## src/rtl/rob_retire_ctl.sv

```systemverilog
// In-order retirement controller for the reorder buffer.
//
// Each cycle the controller scans the ROB head window and retires the longest
// prefix of entries that are complete, do not raise an exception, are not
// stores, and fit within the available register-file write ports. Stores are
// committed one at a time through a request/acknowledge handshake with the
// store buffer. An excepting head entry stops retirement, pulses exc_flush,
// and waits for exc_clear.
//
// Ports:
//   clock, reset_n       clock and asynchronous active-low reset
//   slot_*               head-window entry attributes, index 0 is the ROB head
//   rob_used_count       number of occupied ROB entries
//   consume              retire this cycle (combinational, sampled by the ROB)
//   consume_count        number of entries retired minus one
//   rf_we/waddr/wdata    architectural register-file write ports
//   st_commit            registered request to commit the head store
//   st_commit_ack        store buffer accepted the commit
//   exc_flush            registered one-cycle pulse on exception at head
//   exc_clear            exception handled, resume retirement
//   retire_total         running count of retired instructions (wraps)
module rob_retire_ctl #(
  parameter int unsigned EXT_COUNT    = 4,
  parameter int unsigned RF_PORTS     = 2,
  parameter int unsigned DEPTH        = 16,
  parameter int unsigned DEPTHLOG2    = $clog2(DEPTH),
  parameter int unsigned EXTCOUNTLOG2 = $clog2(EXT_COUNT)
) (
  input  logic                               clock,
  input  logic                               reset_n,
  input  logic [EXT_COUNT-1:0]               slot_valid,
  input  logic [EXT_COUNT-1:0][4:0]          slot_dest_reg,
  input  logic [EXT_COUNT-1:0]               slot_dest_valid,
  input  logic [EXT_COUNT-1:0][31:0]         slot_result,
  input  logic [EXT_COUNT-1:0]               slot_is_store,
  input  logic [EXT_COUNT-1:0]               slot_exc,
  input  logic [DEPTHLOG2:0]                 rob_used_count,
  output logic                               consume,
  output logic [EXTCOUNTLOG2-1:0]            consume_count,
  output logic [RF_PORTS-1:0]                rf_we,
  output logic [RF_PORTS-1:0][4:0]           rf_waddr,
  output logic [RF_PORTS-1:0][31:0]          rf_wdata,
  output logic                               st_commit,
  input  logic                               st_commit_ack,
  output logic                               exc_flush,
  input  logic                               exc_clear,
  output logic [31:0]                        retire_total
);

  // Width of the retire count, wide enough to hold EXT_COUNT itself.
  localparam int unsigned NW = EXTCOUNTLOG2 + 1;

  typedef enum logic [1:0] {
    StRun,
    StStWait,
    StExcWait
  } state_e;

  state_e      state_q, state_d;
  logic        st_commit_q, st_commit_d;
  logic        exc_flush_q, exc_flush_d;
  logic [31:0] retire_total_q, retire_total_d;

  // Result of the head-window prefix scan.
  logic [NW-1:0]             scan_n;
  logic [RF_PORTS-1:0]       scan_we;
  logic [RF_PORTS-1:0][4:0]  scan_waddr;
  logic [RF_PORTS-1:0][31:0] scan_wdata;

  // Ungated combinational outputs; forced to zero below while in reset.
  logic                      consume_c;
  logic [EXTCOUNTLOG2-1:0]   count_c;
  logic [RF_PORTS-1:0]       we_c;
  logic [RF_PORTS-1:0][4:0]  waddr_c;
  logic [RF_PORTS-1:0][31:0] wdata_c;

  logic head_real_wr;
  logic head_in_window;

  assign head_real_wr   = slot_dest_valid[0] && (slot_dest_reg[0] != 5'd0);
  assign head_in_window = (rob_used_count != '0);

  // Longest retirable prefix. Register-0 writes do not occupy a port, so the
  // port index advances only on real writes.
  always_comb begin : prefix_scan
    int   n_v;
    int   used_v;
    logic stop_v;
    logic real_v;
    n_v        = 0;
    used_v     = 0;
    stop_v     = 1'b0;
    real_v     = 1'b0;
    scan_we    = '0;
    scan_waddr = '0;
    scan_wdata = '0;
    for (int i = 0; i < int'(EXT_COUNT); i++) begin
      real_v = slot_dest_valid[i] && (slot_dest_reg[i] != 5'd0);
      if (!stop_v) begin
        if ((i >= int'(rob_used_count)) || !slot_valid[i] || slot_exc[i] ||
            slot_is_store[i] || (real_v && (used_v >= int'(RF_PORTS)))) begin
          stop_v = 1'b1;
        end else begin
          for (int p = 0; p < int'(RF_PORTS); p++) begin
            if (real_v && (p == used_v)) begin
              scan_we[p]    = 1'b1;
              scan_waddr[p] = slot_dest_reg[i];
              scan_wdata[p] = slot_result[i];
            end
          end
          if (real_v) begin
            used_v = used_v + 1;
          end
          n_v = n_v + 1;
        end
      end
    end
    scan_n = NW'(n_v);
  end

  always_comb begin : next_state
    state_d        = state_q;
    st_commit_d    = st_commit_q;
    exc_flush_d    = 1'b0;
    retire_total_d = retire_total_q;
    consume_c      = 1'b0;
    count_c        = '0;
    we_c           = '0;
    waddr_c        = '0;
    wdata_c        = '0;

    unique case (state_q)
      StRun: begin
        if (scan_n != '0) begin
          consume_c      = 1'b1;
          count_c        = EXTCOUNTLOG2'(scan_n - NW'(1));
          we_c           = scan_we;
          waddr_c        = scan_waddr;
          wdata_c        = scan_wdata;
          retire_total_d = retire_total_q + 32'(scan_n);
        end else if (head_in_window && slot_valid[0]) begin
          // Exception wins over a store in the same entry.
          if (slot_exc[0]) begin
            exc_flush_d = 1'b1;
            state_d     = StExcWait;
          end else if (slot_is_store[0]) begin
            st_commit_d = 1'b1;
            state_d     = StStWait;
          end
        end
      end

      StStWait: begin
        if (st_commit_ack) begin
          consume_c      = 1'b1;
          count_c        = '0;
          if (head_real_wr) begin
            we_c[0]    = 1'b1;
            waddr_c[0] = slot_dest_reg[0];
            wdata_c[0] = slot_result[0];
          end
          retire_total_d = retire_total_q + 32'd1;
          st_commit_d    = 1'b0;
          state_d        = StRun;
        end
      end

      StExcWait: begin
        if (exc_clear) begin
          state_d = StRun;
        end
      end

      default: begin
        state_d     = StRun;
        st_commit_d = 1'b0;
      end
    endcase
  end

  always_ff @(posedge clock or negedge reset_n) begin
    if (!reset_n) begin
      state_q        <= StRun;
      st_commit_q    <= 1'b0;
      exc_flush_q    <= 1'b0;
      retire_total_q <= 32'd0;
    end else begin
      state_q        <= state_d;
      st_commit_q    <= st_commit_d;
      exc_flush_q    <= exc_flush_d;
      retire_total_q <= retire_total_d;
    end
  end

  always_comb begin : out_gate
    consume       = reset_n & consume_c;
    consume_count = reset_n ? count_c : '0;
    rf_we         = reset_n ? we_c    : '0;
    rf_waddr      = reset_n ? waddr_c : '0;
    rf_wdata      = reset_n ? wdata_c : '0;
  end

  assign st_commit    = st_commit_q;
  assign exc_flush    = exc_flush_q;
  assign retire_total = retire_total_q;

endmodule

```

## config.mk

```make
export PLATFORM = sky130hd
export DESIGN_NAME = rob_retire_ctl
export DESIGN_NICKNAME = d
export VERILOG_FILES = /design/src/rtl/rob_retire_ctl.sv
export SDC_FILE = /design/constraint.sdc
export NUM_CORES = 1
export LEC_CHECK = 0
export ABC_AREA = 1
export BUFFER_PORTS_ARGS = -buffer_cell sky130_fd_sc_hd__buf_2
export CORE_ASPECT_RATIO = 0.9
export CORE_MARGIN = 2
export CORE_UTILIZATION = 40
export DETAILED_ROUTE_END_ITERATION = 6
export GPL_TIMING_DRIVEN = 1
export HOLD_SLACK_MARGIN = 0.15
export PLACE_DENSITY = 0.71
export SETUP_SLACK_MARGIN = 0.15
export SLEW_MARGIN = 20
export SYNTH_ARGS = -nofsm -noshare
export SYNTH_HDL_FRONTEND = slang
export SYNTH_SLANG_ARGS = --single-unit
```

## constraint.sdc

```tcl
create_clock -name clock -period 9.4 [get_ports clock]
set_input_delay 1.88 -clock clock [delete_from_list [all_inputs] [get_ports clock]]
set_output_delay 1.88 -clock clock [all_outputs]
set_load 0.005 [all_outputs]
```

==> reports/qor.txt, run 1 <==
Crit path DAT: 5.89 ns
Share of layout cells above drive strength 1: 28.2%
Mapped Avg Cell Area: 5.74 um2
Ys flop type: dfrtp_1
EDFF count, synth: 0
DRC violation count after routing: 0
PwrDens: 86.6 mW/mm2
Minimum clock period: 7.77 ns
Initial Util: 40.8%
Pre-Repair DR Iteration Count: 6
Outcome: finished clean
Seq cells post-synth: 36
Worst EP required: 7.52 ns
Routed wl met3: 2410 um
Warnings from Yosys: 0
Vias/cell: 5.51
Die height: 117 um
Worst r2r dst: retire_total[20]
# placed instances: 1417
Die footprint: 0.0153 mm2
Pleak: 4.23 nW
Worst-margin pin slew: 1.06 ns
Per-cell routed wire length: 17.5 um
CTS tree: built
Cell Area, Placed: 0.00716 mm2
Post-DRT Antenna Nets: 0
Sequential share of the synthesized area: 15.8%
CP startpoint kind: input pin
Clock root buffer master: clkbuf_16
Metal2 WL: 11900 um
Most common cell after layout, fill and taps aside: nand2_1
Initial antenna violation count: 12
TritonCTS Sinks: 36
Final hold violations: 0
Clock Tree Buf Depth: 2
CTS buffer count: 5
CORE AREA: 0.0140 mm2
Yosys cell types: 46
Postcts setup bufs: 0
Post-Syn Nets: 1180
Hold worst-path end: retire_total[31]
Highest Signal Layer: met5
Worst clock skew: 0.00312 ns
Highest Clock Rate: 0.129 GHz
Tcrit/Tclk final: 82.6%
Endpoints failing setup: 0
PortBufs: 285
# IOs: 286
Die span in x: 130 um
Number of global-route vias before repair: 7213
RSZ-0062 raised after global routing: no
Setup TNS Final: 0 ns
Power Total: 0.000638 W
Most frequent cells in the layout: 310 x nand2_1, 285 x buf_2, 80 x inv_1
Non-filler cells, final: 1437
H-tree depth: 2
Overall routing resource usage: 31.1%
RePlAce Congestion: 0.982
Via count: 7916
FP Rows: 41
CP Launch Point: slot_exc[0]
Setup CP Type: in2out
WHS Path Cells: 1
CTS clock-pin slew for the worst setup and hold paths: 0.05 ns
Hold_sp: retire_total[31]
Worst hold path type: reg2reg
CP Max Fanout: 39
M1 WL: 10100 um
Largest net degree at the start of global routing: 75
PostCTS Resize Cnt: 0
First-iteration detailed-routing DRC count: 825
Reg2Reg Depth: 17
DP Wirelength: 18500 um
Design area: 0.00737 mm2
Worst hold slack: 0.487 ns
Reg2reg start: state_q[0]
Final WL: 25200 um
Area growth, synth to finish: 28.9%
Synth Instances: 996
Flop2flop setup slack: 6.75 ns
Clock Latency Late Sink: 0.28 ns
# hold bufs at CTS: 0
MaxCap Viol Count: 0
Rel. slew slack: 29.4%
Peak supply drop: 112 uV
Crit. End Element: output pin
Synth async-reset ratio: 100%
Final Max Slew Viols: 0
Global-route wire length before repair: 38000 um
Total gr overflow: 0
Post-Syn Area: 0.00572 mm2
NumNets Final: 1415
## worst max path at each step
stage | cells past startpoint | end | slack (ns)
after detailed placement | 18 | rf_wdata[62] | 1.61
after floorplan | 18 | rf_wdata[24] | 3.17
after CTS | 18 | rf_wdata[62] | 1.60
final | 19 | rf_wdata[31] | 1.63
after global placement | 18 | rf_wdata[62] | 1.66
after global routing | 18 | rf_wdata[62] | 1.22
## sequential cells by signal (all words and copies together), names as in the netlist
name and cells:
exc_flush 1, state_q 2, retire_total 32, st_commit 1
## area by class of cell
class	instances	area, um2
Sequential cell	36	901
Fill cell	1548	6640
Multi-Input combinational cell	802	4170
Tap cell	193	241
Timing Repair Buffer	294	1490
Clock inverter	1	30.0
Clock buffer	7	153
Inverter	92	347
Antenna cell	12	30.0
## metrics by stage
stage                     utilization (%)  setup slack [ns]
final                                52.6              1.63
after global routing                 52.6              1.22
after CTS                            52.4              1.60
after detailed placement             51.1              1.61
after global placement               51.1              1.66
after floorplan                         -              3.17
## critical path, cell delays in order
cell	delay, ns
buf_2	0.11
nor2_2	0.14
nand3_4	0.19
nor2_4	0.20
ha_1	0.20
nand3_1	0.12
nor2_4	0.56
inv_2	0.14
ha_1	0.31
nand2_1	0.06
nand4_1	0.11
nand2_1	0.11
a21oi_4	0.15
buf_4	0.42
nand3_4	0.51
nand2_1	0.18
nand3_1	0.11
a21oi_1	0.20
buf_2	0.14
## cells by family after synthesis
kind of cell | share of synthesized area [%]
xor+xnor | 3.98
fa+ha+maj | 2.54
simple gates | 42.2
buf+inv | 11.5
mux | 2.80
compound gates | 21.2
flops | 15.8
## metal layers
| layer | track usage, % | up-vias |
|---|---|---|
| li1 | - | 3826 |
| met1 | 40.1 | 3583 |
| met2 | 52.1 | 436 |
| met3 | 5.47 | 69 |
| met4 | 10.4 | 2 |
| met5 | 0 | - |
## synthesized netlist by cell type, types with 2 or more instances
master      n  area share [%]
nand2_1   312              20
inv_1      80             5.3
a21oi_1    66             5.8
nand3_1    65             5.7
o21ai_0    65             5.7
nor2_1     58             3.8
nand4_1    49             5.4
o21ai_1    39             3.4
dfrtp_1    36              16
o211ai_1   36             4.7
clkbuf_1   29             1.9
buf_2      25             2.2
nor3_1     17             1.5
mux2i_1    16             2.8
xor2_1     14             2.1
xnor2_1    12             1.8
inv_2      11            0.72
ha_1       10             2.2
nand2_2     7            0.77
buf_1       6            0.39
nor2_2      6            0.66
buf_4       3            0.39
buf_6       3            0.59
nor2_4      3            0.59
nor4_1      3            0.33
a21oi_4     2            0.57
and2_1      2            0.22
nand3_4     2            0.61
nor2_8      2            0.70
## power by group
group	switching [W]	total [W]	internal (W)
clock	0.0000623	0.000202	0.000140
sequential	0.0000211	0.000195	0.000174
combinational	0.000153	0.000242	0.0000885
Power figures use the tool's default switching activity.
==> run 2, diff against run 1 <==
--- a/config.mk
+++ b/config.mk
@@ -5,7 +5,7 @@
 export SDC_FILE = /design/constraint.sdc
 export NUM_CORES = 1
 export LEC_CHECK = 0
-export ABC_AREA = 1
+export ABC_AREA = 0
 export BUFFER_PORTS_ARGS = -buffer_cell sky130_fd_sc_hd__buf_2
 export CORE_ASPECT_RATIO = 0.9
 export CORE_MARGIN = 2
@@ -13,7 +13,7 @@
 export DETAILED_ROUTE_END_ITERATION = 6
 export GPL_TIMING_DRIVEN = 1
 export HOLD_SLACK_MARGIN = 0.15
-export PLACE_DENSITY = 0.71
+export PLACE_DENSITY = 0.78
 export SETUP_SLACK_MARGIN = 0.15
 export SLEW_MARGIN = 20
 export SYNTH_ARGS = -nofsm -noshare
==> constraint.sdc (replaced) <==
create_clock -name clock -period 6.6 [get_ports clock]
set_input_delay 1.32 -clock clock [delete_from_list [all_inputs] [get_ports clock]]
set_output_delay 1.32 -clock clock [all_outputs]
set_load 0.005 [all_outputs]
==> run 2 against run 1 <==
- power grew 14%
- cell count shrank 26%
- combinational power decreased by 19%
- sequential cell count unchanged
- largest cell class unchanged
- via count shrank 18%
- largest power group is now the clock network
- routed wire length fell by 20%
- core utilization is 3.9 points higher
- critical endpoint is now rf_wdata[43]
- sequential share of layout area rose by 1.5 points
- critical path depth decreased by 1
- clock skew increased by 0.00055 ns
- area after synthesis fell by 16%
==> reports/qor.txt, run 2 <==
Highest Clock Rate: 0.160 GHz
RSZ-0062 raised after global routing: yes
CTS tree: built
Synth Instances: 663 (-33%)
Post-DRT Antenna Nets: 0 (unchanged)
Clock Latency Late Sink: 0.28 ns (about the same)
Per-cell routed wire length: 19.0 um (+8.2%)
Dpl ws: 0.312 ns (-1.30 ns)
TritonCTS Sinks: 36 (unchanged)
Synth area leader: dfrtp_1
Slowest cell on crit path: or4_1
Post-Syn Nets: 847 (-28%)
Area growth, synth to finish: 36.6%
Die span in x: 119 um (-8.2%)
CP startpoint kind: input pin
Min setup slack post-route: 0.364 ns (-1.27 ns)
Worst hold path type: reg2reg
Sequential power share: 34.0% (+3.5 points)
Sequential share of the synthesized area: 18.8% (+3.0 points)
Final hold violations: 0 (unchanged)
Reg2Reg Depth: 11 (-6)
Seq cells post-synth: 36 (unchanged)
MaxCap Viol Count: 0 (unchanged)
Logic pwr share: 26.8% (-11 points)
Minimum clock period: 6.24 ns
Pre-Repair DR Iteration Count: 7 (+1)
Clock Tree Buf Depth: 2 (unchanged)
Initial Util: 41.4% (+0.57 points)
Endpoints failing setup: 0 (unchanged)
Sw frac: 28.7% (-8.4 points)
P_int: 0.000520 W (+29%)
First-iteration detailed-routing DRC count: 821 (-0.48%)
Clock Power Share: 39.2% (+7.6 points)
Postcts setup bufs: 0 (unchanged)
CP Max Fanout: 37 (-5.1%)
Ranking of synthesized cells by area: dfrtp_1 19%, nand3_1 7.5%, a211oi_1 6.7%
CTS clock-pin slew for the worst setup and hold paths: 0.06 ns (about the same)
Initial antenna violation count: 4 (-8)
Peak supply drop: 180 uV (+61%)
DP Wirelength: 14800 um (-20%)
Post-Syn Area: 0.00479 mm2 (-16%)
Share of layout cells above drive strength 1: 36.8% (+8.6 points)
Outcome: finished clean
Mapped Avg Cell Area: 7.23 um2 (+26%)
Most frequent cells in the layout: 285 x buf_2, 82 x nand2_1, 72 x nand3_1
Crit path DAT: 4.92 ns (-0.97 ns)
Global-route wire length before repair: 30900 um (-19%)
Overall routing resource usage: 29.5% (-1.6 points)
Synth top area share: 18.8% (-1.7 points)
Switching Power: 0.000210 W (-11%)
Warnings from Yosys: 0 (unchanged)
Clock root buffer master: clkbuf_16
Worst hold slack: 0.474 ns (-0.0136 ns)
Crit. End Element: output pin
Total gr overflow: 0 (unchanged)
CP cell instances: buf_2 > or4_1 > nor2_2 > nor2_1 > and2_1 > ha_1 > nand4_1 > o31ai_4 > ha_1 > nand2b_1 > a31oi_1 > nand4b_2 > buf_4 > nor2_4 > clkbuf_16 > or3_1 > a21oi_1 > buf_2
CORE AREA: 0.0116 mm2 (-17%)
DRC violation count after routing: 0 (unchanged)
WHS Path Cells: 1 (unchanged)
Number of global-route vias before repair: 5822 (-19%)
Final WL: 20300 um (-20%)
PortBufs: 285 (unchanged)
Setup TNS Final: 0 ns (unchanged)
Vias/cell: 6.07 (+10%)
Pleak: 2.88 nW (-32%)
Worst clock skew: 0.00367 ns (+0.000550 ns)
Die height: 108 um (-8.2%)
Count leader, synth: nand2_1
CTS buffer count: 5 (unchanged)
PostCTS Resize Cnt: 0 (unchanged)
Synth async-reset ratio: 100% (unchanged)
Most common cell after layout, fill and taps aside: buf_2
Tcrit/Tclk final: 94.5%
Setup CP Type: in2out
Yosys cell types: 53 (+15%)
# IOs: 286 (unchanged)
Largest net degree at the start of global routing: 76 (+1.3%)
Crit path largest cell delay: 0.60 ns (+0.04 ns)
H-tree depth: 2 (unchanged)
NumNets Final: 1094 (-23%)
Die footprint: 0.0129 mm2 (-16%)
PwrDens: 112 mW/mm2 (+29%)
Power Total: 0.000730 W (+14%)
Max reg flops: 32 (unchanged)
Synth cell count leaders: 82 x nand2_1, 72 x nand3_1, 58 x a21oi_1, 49 x clkbuf_1
Worst EP required: 5.28 ns (-2.24 ns)
EDFF count, synth: 0 (unchanged)
FP Rows: 37 (-9.8%)
Via count: 6487 (-18%)
Ys flop type: dfrtp_1
Rel. slew slack: 34.3% (+4.9 points)
RePlAce Congestion: 0.926 (-5.7%)
# hold bufs at CTS: 0 (unchanged)
Final Max Slew Viols: 0 (unchanged)
Worst-margin pin slew: 0.972 ns (-0.0851 ns)
## run 2: cell count changes in the layout (fill, tap and decap cells not counted), moves of 40 or more
cell / previous run / this run
nand4_1: 49 / 4
o31ai_1: 1 / 43
nand2_1: 310 / 82
inv_1: 80 / 5
nor2_1: 56 / 16
a211oi_1: 1 / 43
o21ai_0: 65 / 17
## run 2: per-layer routing
| layer | wire length (um) | track usage, % |
|---|---|---|
| met1 | 8040 | 37.4 |
| met5 | 30 | 0 |
| met3 | 2010 | 5.99 |
| met4 | 847 | 11.8 |
| met2 | 9360 | 49.4 |
## run 2: per-stage QoR
stage | instance area, um2 | util (%) | instances
6_report | 6550 | 56.6 | 1069
5_1_grt | 6550 | 56.6 | 1069
4_1_cts | 6510 | 56.3 | 1066
3_5_place_dp | 6330 | 54.7 | 1058
3_3_place_gp | 6330 | 54.7 | 1058
2_1_floorplan | 4790 | - | 663
## run 2: power groups by stage
stage          combinational, W  clock, W  sequential, W
2_1_floorplan         0.0000818         0       0.000250
3_3_place_gp           0.000192         0       0.000252
3_5_place_dp           0.000194         0       0.000252
4_1_cts                0.000194  0.000290       0.000249
5_1_grt                0.000215  0.000300       0.000251
6_report               0.000195  0.000286       0.000248
## run 2: critical path: cells and delay by family
kind                     cells  cell delay (ns)
buffers and inverters        4             0.69
adder cells (fa/ha/maj)      2             0.58
AO/OA/AOI/OAI                3             0.46
AND/OR/NAND/NOR              9             1.85
## run 2: final timing paths
check / startpoint / end / slack, ns
setup / recovery: rob_used_count[4] / rf_wdata[43] / 0.36
hold / removal: retire_total[31] / retire_total[31] / 0.47
setup reg to reg: state_q[0] / retire_total[14] / 3.47
hold reg to reg: retire_total[31] / retire_total[31] / 0.47
max in group asynchronous: reset_n / retire_total[1] / 5.11
min in group asynchronous: reset_n / retire_total[9] / 1.16
## run 2: area by class of cell
| class | count | area [um2] |
|---|---|---|
| multi-input cells | 552 | 3580 |
| well taps | 156 | 195 |
| flip-flops and latches | 36 | 901 |
| clock inverters | 1 | 30.0 |
| clock buffers | 7 | 153 |
| repair buffers | 308 | 1650 |
| inverters | 7 | 26.3 |
| fillers | 1106 | 5030 |
| diodes | 2 | 5.00 |
## run 2: logic make-up after synthesis
logic type	after synthesis	share of synthesized area [%]
compound gates	239	34.0
buf+inv	75	7.08
fa+ha+maj	11	3.03
flops	36	18.8
mux	23	5.12
xor+xnor	30	5.48
simple gates	249	26.5
==> run 3, diff against run 2 <==
--- a/config.mk
+++ b/config.mk
@@ -8,12 +8,12 @@
 export ABC_AREA = 0
 export BUFFER_PORTS_ARGS = -buffer_cell sky130_fd_sc_hd__buf_2
 export CORE_ASPECT_RATIO = 0.9
-export CORE_MARGIN = 2
+export CORE_MARGIN = 10
 export CORE_UTILIZATION = 40
 export DETAILED_ROUTE_END_ITERATION = 6
 export GPL_TIMING_DRIVEN = 1
 export HOLD_SLACK_MARGIN = 0.15
-export PLACE_DENSITY = 0.78
+export PLACE_DENSITY = 0.82
 export SETUP_SLACK_MARGIN = 0.15
 export SLEW_MARGIN = 20
 export SYNTH_ARGS = -nofsm -noshare
==> run 3 against run 2 <==
- the run now ends with design-rule violations left
- via count grew 0.51%
- die area grew 30%
- register-to-register slack gained 0.08 ns
- hold slack gained 0.0017 ns
- critical path type unchanged
- critical endpoint is now rf_wdata[44]
- highest routed layer unchanged
==> reports/qor.txt, run 3 (same netlist as run 2, synthesis figures left out) <==
Highest Signal Layer: met5
Endpoints failing setup: 0 (unchanged)
M1 WL: 8260 um (+2.8%)
Worst path top cell family by delay: simple AND/OR/NAND/NOR gates
Worst path bufs/invs: 4 (unchanged)
Crit. End Element: output pin
Min setup slack post-route: 0.403 ns (+0.0391 ns)
Setup CP Type: in2out
Max reg flops: 32 (unchanged)
Outcome: complete, but fails checks
Tcrit/Tclk final: 93.9% (-0.59 points)
Metal2 WL: 11000 um (+18%)
H-tree depth: 2 (unchanged)
Pre-Repair DR Iteration Count: 7 (unchanged)
CP cell instances: buf_2 > or4_1 > nor2_2 > nor2_1 > and2_1 > ha_1 > nand4_1 > o31ai_4 > ha_1 > nand2b_1 > a31oi_1 > nand4b_2 > buf_4 > nor2_4 > clkbuf_16 > or3_1 > a21oi_1 > buf_2
First-iteration detailed-routing DRC count: 732 (-11%)
Hold_sp: retire_total[31]
Rel. slew slack: 43.1% (+8.8 points)
Cell Area, Placed: 0.00635 mm2 (+0.40%)
Vias/cell: 6.04 (-0.51%)
Global-route wire length before repair: 33000 um (+6.9%)
Dpl ws: 0.333 ns (+0.0215 ns)
Crit path largest cell delay: 0.60 ns (about the same)
Worst clock skew: 0.00193 ns (-0.00174 ns)
Worst r2r dst: retire_total[19]
Routed wl met3: 2760 um (+37%)
Per-cell routed wire length: 20.9 um (+10%)
Register area: 901 um2 (unchanged)
Via count: 6520 (+0.51%)
WHS Path Cells: 1 (unchanged)
Fill cell count: 1137 (+2.8%)
Most common cell after layout, fill and taps aside: buf_2
Area growth, synth to finish: 36.9%
Design area: 0.00656 mm2 (+0.19%)
Final hold violations: 0 (unchanged)
Die footprint: 0.0168 mm2 (+30%)
DP Wirelength: 17000 um (+15%)
Total gr overflow: 0 (unchanged)
CTS buffer count: 5 (unchanged)
CP Max Fanout: 37 (unchanged)
Die height: 124 um (+15%)
Worst EP required: 5.28 ns (about the same)
FP Rows: 37 (unchanged)
Final WL: 22600 um (+11%)
CTS clock-pin slew for the worst setup and hold paths: 0.05 ns (about the same)
Reg2reg start: state_q[0]
PortBufs: 285 (unchanged)
RePlAce Congestion: 0.986 (+6.5%)
CTS tree: built
Clock Tree Buf Depth: 2 (unchanged)
Most frequent cells in the layout: 285 x buf_2, 82 x nand2_1, 72 x nand3_1
Pleak: 2.89 nW (+0.51%)
Share of layout cells above drive strength 1: 37.1% (+0.35 points)
Largest net degree at the start of global routing: 76 (unchanged)
Peak supply drop: 174 uV (-3.7%)
Final Max Slew Viols: 0 (unchanged)
Post-DRT Antenna Nets: 0 (unchanged)
Failing checks: design-rule violations
Highest Clock Rate: 0.161 GHz (+0.63%)
Setup TNS Final: 0 ns (unchanged)
Combined area of the multi-input logic cells: 0.00359 mm2 (+0.17%)
Worst hold path type: reg2reg
Clock Latency Late Sink: 0.28 ns (about the same)
RSZ-0062 raised after global routing: no
CORE AREA: 0.0116 mm2 (unchanged)
MaxCap Viol Count: 0 (unchanged)
Clock root buffer master: clkbuf_16
Crit path DAT: 4.88 ns (-0.04 ns)
Initial Util: 41.4% (unchanged)
NumNets Final: 1099 (+0.46%)
CP Launch Point: rob_used_count[4]
# IOs: 286 (unchanged)
CP startpoint kind: input pin
Postcts setup bufs: 0 (unchanged)
Flop2flop setup slack: 3.55 ns (+0.08 ns)
DRC violation count after routing: 5 (+5)
Initial antenna violation count: 9 (+5)
Hold worst-path end: retire_total[31]
Reg2Reg Depth: 11 (unchanged)
Worst-margin pin slew: 0.842 ns (-0.130 ns)
Slowest cell on crit path: or4_1
TritonCTS Sinks: 36 (unchanged)
Overall routing resource usage: 24.0% (-5.6 points)
PwrDens: 104 mW/mm2 (-6.6%)
Number of global-route vias before repair: 5965 (+2.5%)
Minimum clock period: 6.20 ns (-0.0391 ns)
Die span in x: 135 um (+13%)
==> run 3: changes by cell type in the layout (fill, tap and decap cells not counted), sizes merged <==
cell,before,now
buf,307,312
bufinv,1,0
clkbuf,8,7
clkinv,0,2
diode,2,8
==> run 3: how the worst max path moves through the flow <==
stage                   endpoint  cells after the start
floorplan           rf_wdata[62]                     17
global placement    rf_wdata[61]                     18
detailed placement  rf_wdata[31]                     16
CTS                 rf_wdata[31]                     16
global route        rf_wdata[61]                     18
finish              rf_wdata[44]                     18
==> run 3: cell type report <==
class / count / area share, %
antenna: 8 / 0.305
clock buffer: 6 / 2.12
clock inverter: 2 / 0.153
inverter: 7 / 0.401
multi-input combinational: 552 / 54.7
sequential: 36 / 13.7
tap: 156 / 2.98
timing repair buffer: 313 / 25.6
==> run 3: worst register-to-register path, cell delays in order, from the launching register on <==
cell and delay, ns:
dfrtp_1 0.44, inv_1 0.16, nor2_1 0.10, nor2_1 0.10, nand2_1 0.05, a2111oi_0 0.54
ha_1 0.26, a21oi_1 0.09, nor2b_1 0.32, nor2b_1 0.49, nand3_1 0.20, xnor2_1 0.17
==> run 3: layer usage <==
layer | track usage (%) | vias to the layer above
met3 | 6.84 | 56
met1 | 28.6 | 3016
li1 | - | 3031
met4 | 6.99 | 2
met2 | 41.2 | 415
met5 | 0 | -
==> run 3: power breakdown <==
part | internal, W | total [W] | switching [W] | leakage, nW
registers | 0.000234 | 0.000249 | 0.0000147 | 0.490
clock network | 0.000149 | 0.000236 | 0.0000875 | 0.0767
logic | 0.0000878 | 0.000198 | 0.000110 | 2.32
total | 0.000471 | 0.000683 | 0.000212 | 2.89
==> run 3: through the flow <==
| step | cells | util (%) | power, W | hold WS, ns |
|---|---|---|---|---|
| after floorplan | 663 | - | 0.000332 | 0.465 |
| after global placement | 1063 | 54.9 | 0.000442 | 0.459 |
| after detailed placement | 1063 | 54.9 | 0.000447 | 0.460 |
| after CTS | 1071 | 56.2 | 0.000684 | 0.478 |
| after global routing | 1078 | 56.6 | 0.000717 | 0.497 |
| final | 1080 | 56.7 | 0.000683 | 0.476 |
==> run 3: what timing repair did <==
| action | 4_1_cts | 5_1_grt |
|---|---|---|
| resized for setup | 0 | 2 |
| hold endpoints to repair | 0 | 0 |
| setup endpoints to repair | 0 | 46 |
| hold buffers | 0 | 0 |
